File: src/rtl/branch_sequencer.sv
// ============================================================================
// Module      : branch_sequencer
// Description : Conditional-branch resolution sequencer. Accepts a branch
//               (pc, imm, funct3), borrows a shared ALU for the compare,
//               resolves taken/not-taken from the ALU zero flag and offers
//               the resolved next PC to a consumer with a valid/ack handshake.
//               Unsupported funct3 encodings produce a one-cycle illegal
//               pulse. kill aborts any operation in flight.
// Options     : STATIC_PREDICT_EN - adds req_pred_taken; a redirect is only
//               offered when the resolved direction differs from the
//               prediction supplied with the request.
// Revision    : 1.0 - initial release
// ============================================================================
`default_nettype none

module branch_sequencer #(
  parameter int XLEN = 32
) (
  input  logic            clock,
  input  logic            reset,
  // Branch request
  input  logic            req_valid,
  output logic            req_ready,
  input  logic [XLEN-1:0] req_pc,
  input  logic [XLEN-1:0] req_imm,
  input  logic [2:0]      req_funct3,
`ifdef STATIC_PREDICT_EN
  input  logic            req_pred_taken,
`endif
  // Shared ALU
  output logic            alu_req,
  input  logic            alu_gnt,
  input  logic            alu_done,
  input  logic            alu_zero,
  // Redirect to fetch
  output logic            redirect_valid,
  output logic [XLEN-1:0] redirect_pc,
  input  logic            redirect_ack,
  // Control / status
  input  logic            kill,
  output logic            illegal,
  output logic            busy
);

  // Sequential-fetch step used when the branch falls through.
  localparam logic [XLEN-1:0] c_PC_STEP = XLEN'(4);

  typedef enum logic [1:0] {
    ST_IDLE     = 2'd0,
    ST_GNT_WAIT = 2'd1,
    ST_RES_WAIT = 2'd2,
    ST_REDIRECT = 2'd3
  } state_t;

  state_t          state_q, state_d;
  logic [XLEN-1:0] pc_q, pc_d;
  logic [XLEN-1:0] imm_q, imm_d;
  logic [2:0]      funct3_q, funct3_d;
  logic            taken_q, taken_d;
  logic            illegal_q, illegal_d;
`ifdef STATIC_PREDICT_EN
  logic            pred_q, pred_d;
`endif

  logic            w_req_illegal;
  logic            w_taken_now;
  logic [XLEN-1:0] w_target;

  // funct3 values 010 and 011 have no branch meaning.
  assign w_req_illegal = (req_funct3[2:1] == 2'b01);

  // Direction from the ALU zero flag. EQ/LT/LTU are set up so the ALU result
  // is zero when the branch is NOT taken; NE/GE/GEU are the complements.
  always_comb begin
    w_taken_now = 1'b0;
    case (funct3_q)
      3'b000, 3'b100, 3'b110: w_taken_now = ~alu_zero;
      3'b001, 3'b101, 3'b111: w_taken_now = alu_zero;
      default:                w_taken_now = 1'b0;
    endcase
  end

  // Resolved next PC; the adders wrap naturally modulo 2^XLEN.
  assign w_target = taken_q ? (pc_q + imm_q) : (pc_q + c_PC_STEP);

  // Next-state and datapath-capture logic; kill overrides every other event.
  always_comb begin
    state_d   = state_q;
    pc_d      = pc_q;
    imm_d     = imm_q;
    funct3_d  = funct3_q;
    taken_d   = taken_q;
    illegal_d = 1'b0;
`ifdef STATIC_PREDICT_EN
    pred_d    = pred_q;
`endif

    if (kill) begin
      state_d = ST_IDLE;
    end else begin
      case (state_q)
        ST_IDLE: begin
          if (req_valid) begin
            pc_d     = req_pc;
            imm_d    = req_imm;
            funct3_d = req_funct3;
`ifdef STATIC_PREDICT_EN
            pred_d   = req_pred_taken;
`endif
            if (w_req_illegal) begin
              illegal_d = 1'b1;
            end else begin
              state_d = ST_GNT_WAIT;
            end
          end
        end

        ST_GNT_WAIT: begin
          if (alu_gnt) begin
            state_d = ST_RES_WAIT;
          end
        end

        ST_RES_WAIT: begin
          if (alu_done) begin
            taken_d = w_taken_now;
`ifdef STATIC_PREDICT_EN
            // A correct prediction needs no redirect.
            state_d = (w_taken_now != pred_q) ? ST_REDIRECT : ST_IDLE;
`else
            state_d = ST_REDIRECT;
`endif
          end
        end

        ST_REDIRECT: begin
          if (redirect_ack) begin
            state_d = ST_IDLE;
          end
        end

        default: begin
          state_d = ST_IDLE;
        end
      endcase
    end
  end

  // State and captured-operand registers with asynchronous clear.
  always_ff @(posedge clock or posedge reset) begin
    if (reset) begin
      state_q   <= ST_IDLE;
      pc_q      <= '0;
      imm_q     <= '0;
      funct3_q  <= '0;
      taken_q   <= 1'b0;
      illegal_q <= 1'b0;
`ifdef STATIC_PREDICT_EN
      pred_q    <= 1'b0;
`endif
    end else begin
      state_q   <= state_d;
      pc_q      <= pc_d;
      imm_q     <= imm_d;
      funct3_q  <= funct3_d;
      taken_q   <= taken_d;
      illegal_q <= illegal_d;
`ifdef STATIC_PREDICT_EN
      pred_q    <= pred_d;
`endif
    end
  end

  // All outputs decode directly from registers so reset clears them at once.
  assign req_ready      = (state_q == ST_IDLE);
  assign busy           = (state_q != ST_IDLE);
  assign alu_req        = (state_q == ST_GNT_WAIT);
  assign redirect_valid = (state_q == ST_REDIRECT);
  assign redirect_pc    = (state_q == ST_REDIRECT) ? w_target : '0;
  assign illegal        = illegal_q;

endmodule

`default_nettype wire
File: config.mk
export PLATFORM = sky130hd
export DESIGN_NAME = branch_sequencer
export DESIGN_NICKNAME = d
export VERILOG_FILES = /design/src/rtl/branch_sequencer.sv
export SDC_FILE = /design/constraint.sdc
export NUM_CORES = 1
export LEC_CHECK = 0
export ABC_CLOCK_PERIOD_IN_PS = 2500
export CAP_MARGIN = 20
export CORE_ASPECT_RATIO = 0.6
export CORE_MARGIN = 10
export CORE_UTILIZATION = 48
export DETAILED_ROUTE_END_ITERATION = 7
export GPL_TIMING_DRIVEN = 0
export PLACE_DENSITY = 0.78
export SLEW_MARGIN = 20
export SYNTH_ARGS = -nofsm -noshare
export SYNTH_HDL_FRONTEND = slang
export SYNTH_SLANG_ARGS = --single-unit
File: constraint.sdc
create_clock -name clock -period 2.5 [get_ports clock]
set_input_delay 0.5 -clock clock [delete_from_list [all_inputs] [get_ports clock]]
set_output_delay 0.5 -clock clock [all_outputs]
set_load 0.03 [all_outputs]
# After elaboration in Yosys (flattened, before gate mapping)

Cells that the tools add are included.

Reduce and logical (&&, ||, !) cells: 8
Multiplexer cells: 14
Add/sub/neg operators: 2
Bitwise operators: 2
Equality and inequality tests: 14

Operator list:

| kind                                                 | count |
|---|---|
| two-way mux 32 bit                                   | 2 |
| adder 32 x 3 -> 32 bit (second input constant)       | 1 |
| adder 32 bit                                         | 1 |
| equality test 3 bit (second input constant)          | 4 |
| two-way mux 2 bit                                    | 6 |
| one-hot mux 2 bit (4 select lines)                   | 1 |
| != test 3 x 1 -> 1 bit (second input constant)       | 2 |
| != test 3 bit (second input constant)                | 2 |
| AND reduction 3 bit                                  | 2 |
| OR reduction 3 bit                                   | 2 |
| AND reduction 5 bit                                  | 1 |
| equality test 2 x 1 -> 1 bit (second input constant) | 2 |
| equality test 2 bit (second input constant)          | 2 |
| two-way mux 1 bit                                    | 4 |
| equality test 3 x 1 -> 1 bit (second input constant) | 1 |
| zero test 3 bit                                      | 1 |
| != test 3 x 2 -> 1 bit (second input constant)       | 1 |
| zero test 2 bit                                      | 1 |
| inverter 1 bit                                       | 2 |
| one-hot mux 1 bit (2 select lines)                   | 1 |
| nonzero test 2 bit                                   | 1 |

Output and inout port bits: 37
Register bits: 71

# Logic depth before layout (Yosys ltp)

Gate-level depths: netlist of run 1.

Depth in word-level cells: 5
Depth in mapped cells: 9

# Least setup slack after synthesis of run 1

Ideal clock, no wire load.

Kind: register to output
Start: reg pc_q[4]
End: out redirect_pc[7]
Path slack: -1.050 ns
Stages on the path, launching flop included: 8
Path buffers: 0
Data arrival time: 3.050 ns
Path through: dfrtp_1 -> ha_1 -> a21oi_2 -> nand3_1 -> a21o_1 -> a21oi_1 -> nor2_1 -> a2111oi_0

Cells in the longest elaborated chain, start to end: 3
Elaborated cells between the ends (all ways): 4

Ends and longest elaborated chain:

| what                                                          | line | text |
|---|---|---|
| start, declared                                               | 56   | `logic [XLEN-1:0] pc_q, pc_d;` |
| start signal, assigned                                        | 163  | `pc_q <= pc_d;` |
| adder 32 x 3 -> 32 bit / adder 32 bit (equally long branches) | 84   | `assign w_target = taken_q ? (pc_q + imm_q) : (pc_q + c_PC_STEP);` |
| two-way mux 32 bit (*)                                        | 84   |  |
| two-way mux 32 bit (*)                                        | 179  | `assign redirect_pc = (state_q == ST_REDIRECT) ? w_target : '0;` |
| end, declared                                                 | 37   | `output logic [XLEN-1:0] redirect_pc,` |

Every way passes the cells marked *; elsewhere a longest branch is shown, timed or not.

# Worst setup path in the final report of run 1

Start: reg pc_q[0]
End: out redirect_pc[28]

Same word-level chain as after synthesis.

==> impl_results.md, run 1 <==
* Status: finished with violations
* Failing checks: negative setup slack
* Rows at 30
* CTS Buf Count at 9
* RSZ-0062 raised after global routing: true
* Final-report hold violation count at 0
* Worst-path fanout max at 7
* Syn nets at 701
* Clock buffer depth at 2
* DRC at 0
* Crit end category: primary output
* Worst Path Class, Setup: reg -> out
* Dpl cell area at approximately 7400 um2
* Worst Skew at 0.00789 ns
* Synth async-reset ratio at between 90% and 100%
* Yosys reg bits at between 70 and 80
* Setup-failing EPs final at 30
* End-of-flow core utilization at 77.4%
* Type of the worst min-delay path: in -> async
* Post-synth EDFFs at 0
* Reg clk slew, reported paths at about 0.070 ns
* Area growth syn-to-layout at 57.6%
* DP Worst Slack at -1.17 ns
* First-pass GRT wire length at around 34000 um
* Layout cells sized above 1 at about 45%
* Syn Area/Cell at around 9.4 um2
* Post-synthesis sequential area ratio at approximately a third
* HPWL after detailed placement at around 16000 um
* Total track usage at 27.6%
* Largest net degree at the start of global routing at 41
* Startpoint Class: flop
* Cells after synthesis at 589
* Relative slew slack at 50.6%
* First-pass detailed-route iteration total at 6
* Initial drt markers at 536
* Root Driver: clkbuf_16
* Final slew viol count at 0
* Starting Density at about half
* Final WL at ~23000 um
* Tmin final at about 3.4 ns
* Mean routed wirelength per cell at 24.8 um
* Placer Congestion at slightly above 0.9
* Synthesis Warnings at 0
* Setup WS post-layout at -0.857 ns
* Max H-tree Level at 3
* CTS tree: yes
* Number of fill cells at between 700 and 800
* MaxCap Viol Count at 0
* Top_reg_cell synth: dfrtp_1
* Tcrit/Tclk final at 134%
* Post-Place Cells at 845
* Vias post-DR at ~5.7k
* I/O pin count at 112
* Buffers on Ports at ~110
* Slew of the pin with the lowest slew margin at ~0.74 ns
* Cell Area, Synth at around 5500 um2
* Yosys cell types at 67
* Final Net Count at just under 900
* Post-CTS Hold Buffers at 0
* Antenna cells at 0
* Initial antenna violation count at 0
* Post-DRT Antenna Nets at 0
* Worst R2R Path Depth at 6
* Die area at between 15000 and 20000 um2
* Design area at 8710 um2
* Vias per cell at between 6 and 7
* Grt ovf at 0
* Highest-count cells in the layout ignoring fill and taps: clkdlybuf4s50_1 (79), mux2_2 (67), buf_4 (62)
* Commonest non-fill, non-tap cell in the layout: clkdlybuf4s50_1
* WP data required at approximately 2 ns
* Vias in the first global route at 5679
* Clock latency at the later pin of the worst-skew pair at ~0.35 ns
* Die extent in x at between 150 and 200 um
* CTS sink count at 71
* Fmax at between 200 and 300 MHz
* Fin cells at around 900
* Die Y-Extent at between 100 and 150 um
* Core footprint at about 11000 um2
* Crit path DAT at approximately 2.9 ns
[synth_stat cells (13+ instances only)]
master | number | area share (%)
dfrtp_1 | 71 | 32
xnor2_1 | 30 | 4.8
ha_1 | 36 | 8.1
xor2_1 | 20 | 3.2
mux2_2 | 67 | 14
nand3_1 | 22 | 2.0
inv_1 | 16 | 1.1
nand2_1 | 53 | 3.6
o21ai_0 | 22 | 2.0
a21oi_1 | 35 | 3.2
nand4_1 | 18 | 2.0
nor2_1 | 40 | 2.7
a211oi_1 | 13 | 1.8
[worst paths after layout]
kind                             start              end  slack [ns]
hold / removal                   reset        imm_q[17]        0.51
setup / recovery               pc_q[0]  redirect_pc[28]       -0.86
setup reg to reg            state_q[0]         pc_q[26]        0.23
min in group clock         funct3_q[1]      funct3_q[1]        0.51
hold reg to reg            funct3_q[1]      funct3_q[1]        0.51
max in group asynchronous        reset         pc_q[23]        1.40
[stage by stage]
stage / hold slack [ns] / TNS (ns)
floorplan: 0.474 / -1.48
global placement: 0.484 / -99.96
detailed placement: 0.496 / -31.94
CTS: 0.511 / -17.26
global route: 0.531 / -21.08
finish: 0.506 / -19.18
[cell type report]
cell class	instances	area [um2]	share of cell area, %
Sequential cell	71	1800	20.7
Tap cell	144	180	2.07
Inverter	18	78.8	0.905
Buffer	22	156	1.80
Clock buffer	10	229	2.63
Clock inverter	6	68.8	0.790
Multi-Input combinational cell	477	4610	53.0
Timing Repair Buffer	168	1580	18.1
[per-layer routing]
layer | vias up | wire length [um] | GRT usage [%] | share of wire, %
li1 | 2514 | - | - | -
met1 | 2857 | 10300 | 39.5 | 45
met2 | 281 | 9210 | 36.7 | 41
met3 | 27 | 2930 | 13.0 | 13
met4 | 0 | 284 | 5.32 | 1.3
met5 | - | 0 | 0 | 0
[sequential cells by signal, indices dropped and copies added, names as in the netlist]
| register | flops |
|---|---|
| imm_q | 32 |
| pc_q | 32 |
| funct3_q | 3 |
| state_q | 2 |
| illegal | 1 |
| taken_q | 1 |
[critical path, cell delays in order (launching register included)]
cell	delay, ns
dfrtp_1	0.42
ha_4	0.18
fa_2	0.39
a21oi_4	0.21
o221ai_4	0.17
nand3_2	0.14
o31ai_4	0.10
a31o_4	0.30
a211o_1	0.34
o2111ai_4	0.09
buf_6	0.16
[repair_timing]
action / 4_1_cts / 5_1_grt
pin swaps: 59 / 38
setup buffers: 41 / 19
gates resized for setup: 311 / 37
setup endpoints to repair: 33 / 32
[kinds of logic after synthesis]
logic type	count (synthesis)	synth area share, %
adder cells (fa/ha/maj)	37	8.51
XOR/XNOR	50	7.92
AND/OR/NAND/NOR	179	16.0
flip-flops	71	32.1
AO/OA/AOI/OAI	138	17.7
multiplexers	73	14.7
buffers and inverters	41	2.97
Power of run 1 is not shown: default switching activity piles up to over one toggle a cycle in this logic, so the estimate is an artifact.
==> run 2: changes to the inputs <==
--- a/config.mk
+++ b/config.mk
@@ -8,10 +8,11 @@
 export ABC_CLOCK_PERIOD_IN_PS = 2500
 export CAP_MARGIN = 20
 export CORE_ASPECT_RATIO = 0.6
-export CORE_MARGIN = 10
+export CORE_MARGIN = 3
 export CORE_UTILIZATION = 48
 export DETAILED_ROUTE_END_ITERATION = 7
 export GPL_TIMING_DRIVEN = 0
+export MAX_ROUTING_LAYER = met4
 export PLACE_DENSITY = 0.78
 export SLEW_MARGIN = 20
 export SYNTH_ARGS = -nofsm -noshare
==> impl_results.md, run 2 (synthesized netlist as in run 1, its figures left out) <==
* Status: finished with violations (unchanged)
* Failing checks: negative setup slack (unchanged)
* Type of the worst min-delay path: reg -> reg (was in -> async)
* Vias in the first global route at 5624 (was 5679)
* Worst Path Class, Setup: reg -> out (unchanged)
* I/O pin count at 112 (unchanged)
* Core footprint at 10900 um2 (was 11300 um2)
* Tmin final at 3.33 ns (was 3.36 ns)
* Final WL at 23400 um (was 22700 um)
* Total track usage at 35.3% (was 27.6%)
* Reg clk slew, reported paths at 0.07 ns (about the same)
* Starting Density at 50.8% (was 49.1%)
* MaxCap Viol Count at 0 (unchanged)
* Slew of the pin with the lowest slew margin at 0.769 ns (was 0.741 ns)
* Antenna cells at 0 (unchanged)
* Setup WS post-layout at -0.832 ns (was -0.857 ns)
* Vias per cell at 6.39 (was 6.20)
* End-of-flow core utilization at 82.3% (was 77.4%)
* CTS Buf Count at 9 (unchanged)
* Fmax at 300 MHz (was 298 MHz)
* CTS tree: yes (unchanged)
* Layout cells sized above 1 at 47.8% (was 44.9%)
* Area growth syn-to-layout at 62.1% (was 57.6%)
* Die extent in x at 145 um (was 159 um)
* Relative slew slack at 48.7% (was 50.6%)
* Startpoint Class: flop (unchanged)
* Crit end category: primary output (unchanged)
* Number of fill cells at 635 (was 731)
* Initial antenna violation count at 0 (unchanged)
* Largest net degree at the start of global routing at 37 (was 41)
* Worst hold start: funct3_q[2]
* Final Net Count at 890 (was 879)
* Reg2reg end: pc_q[17] (was pc_q[26])
* Hold-critical path endpoint: funct3_q[2]
* Root Driver: clkbuf_16 (unchanged)
* First-pass GRT wire length at 32600 um (was 33900 um)
* First-pass detailed-route iteration total at 6 (unchanged)
* Buffers on Ports at 111 (unchanged)
* Rows at 29 (was 30)
* Die Y-Extent at 89.1 um (was 103 um)
* Commonest non-fill, non-tap cell in the layout: clkdlybuf4s50_1 (unchanged)
* WP data required at 2.00 ns (about the same)
* Hold path cells at 1
* Clock buffer depth at 2 (unchanged)
* Clock latency at the later pin of the worst-skew pair at 0.35 ns (about the same)
* Die area at 12900 um2 (was 16300 um2)
* RSZ-0062 raised after global routing: true (unchanged)
* Mean routed wirelength per cell at 25.4 um (was 24.8 um)
* Final-report hold violation count at 0 (unchanged)
* CTS sink count at 71 (unchanged)
* DRC at 0 (unchanged)
* Crit path DAT at 2.83 ns (was 2.86 ns)
* HPWL after detailed placement at 15500 um (was 16100 um)
* Worst-path fanout max at 5 (was 7)
* Final slew viol count at 0 (unchanged)
* Post-DRT Antenna Nets at 0 (unchanged)
* Vias post-DR at 5887 (was 5679)
* Top Registers: imm_q x32, pc_q x32, funct3_q x3 (unchanged)
* Highest-count cells in the layout ignoring fill and taps: clkdlybuf4s50_1 (79), buf_4 (72), mux2_2 (67) (was clkdlybuf4s50_1 (79), mux2_2 (67), buf_4 (62))
* Max H-tree Level at 3 (unchanged)
* Worst r2r src: state_q[0] (unchanged)
* Tcrit/Tclk final at 133% (was 134%)
* Grt ovf at 0 (unchanged)
* R2r setup slk at 0.26 ns (was 0.23 ns)
* Dpl cell area at 7370 um2 (was 7380 um2)
* Worst R2R Path Depth at 6 (unchanged)
* Placer Congestion at 1.05 (was 0.920)
* Design area at 8960 um2 (was 8710 um2)
* Worst Skew at 0.0123 ns (was 0.00789 ns)
* Initial drt markers at 780 (was 536)
* Setup-failing EPs final at 30 (unchanged)
==> run 2: worst max-delay path by stage <==
| stage | endpoint | depth (start not counted) | slack, ns | start |
|---|---|---|---|---|
| CTS | redirect_pc[24] | 11 | -0.82 | pc_q[0] |
| detailed placement | redirect_pc[23] | 8 | -1.20 | state_q[0] |
| global route | redirect_pc[14] | 9 | -0.91 | pc_q[4] |
| finish | redirect_pc[22] | 8 | -0.83 | pc_q[14] |
| floorplan | redirect_pc[24] | 8 | -0.18 | pc_q[0] |
| global placement | pc_q[10] | 2 | -1.25 | reset |
==> run 2: critical path, stage by stage (launching register included) <==
cell and delay (ns):
dfrtp_2 0.49, ha_4 0.35, nand4_1 0.15, or4_4 0.53, o21ai_4 0.20, nand2_2 0.12, xnor2_4 0.18, a211oi_4 0.28
buf_6 0.17
==> run 2: per-stage QoR <==
stage               setup WS [ns]  hold slack, ns  cells  setup TNS [ns]
floorplan                  -0.181           0.474    589           -1.48
global placement            -1.25           0.486    839         -102.07
detailed placement          -1.20           0.492    840          -31.35
CTS                        -0.816           0.505    890          -17.36
global route               -0.913           0.519    922          -20.86
finish                     -0.832           0.504    922          -18.92
==> run 2: layout make-up <==
type,instances,area (um2),share of cell area [%]
sequential,71,1810,20.2
buffer,21,143,1.59
clock buffer,10,229,2.56
tap,139,174,1.94
timing repair buffer,180,1680,18.8
inverter,18,76.3,0.852
clock inverter,6,92.6,1.03
multi-input combinational,477,4750,53.0
==> run 2: what timing repair did <==
| action | 4_1_cts | 5_1_grt |
|---|---|---|
| pin swaps | 48 | 44 |
| buffers inserted | 39 | 36 |
| resized for setup | 304 | 65 |
| hold buffers | 0 | 0 |
| endpoints found under the setup margin | 32 | 51 |
==> run 2: metal layers <==
layer / wire [um] / GRT usage, %
met5: 0 / -
met2: 9570 / 47.0
met3: 3010 / 14.2
met4: 478 / 6.27
met1: 10300 / 50.5
Power of run 2 is left out for the same reason.
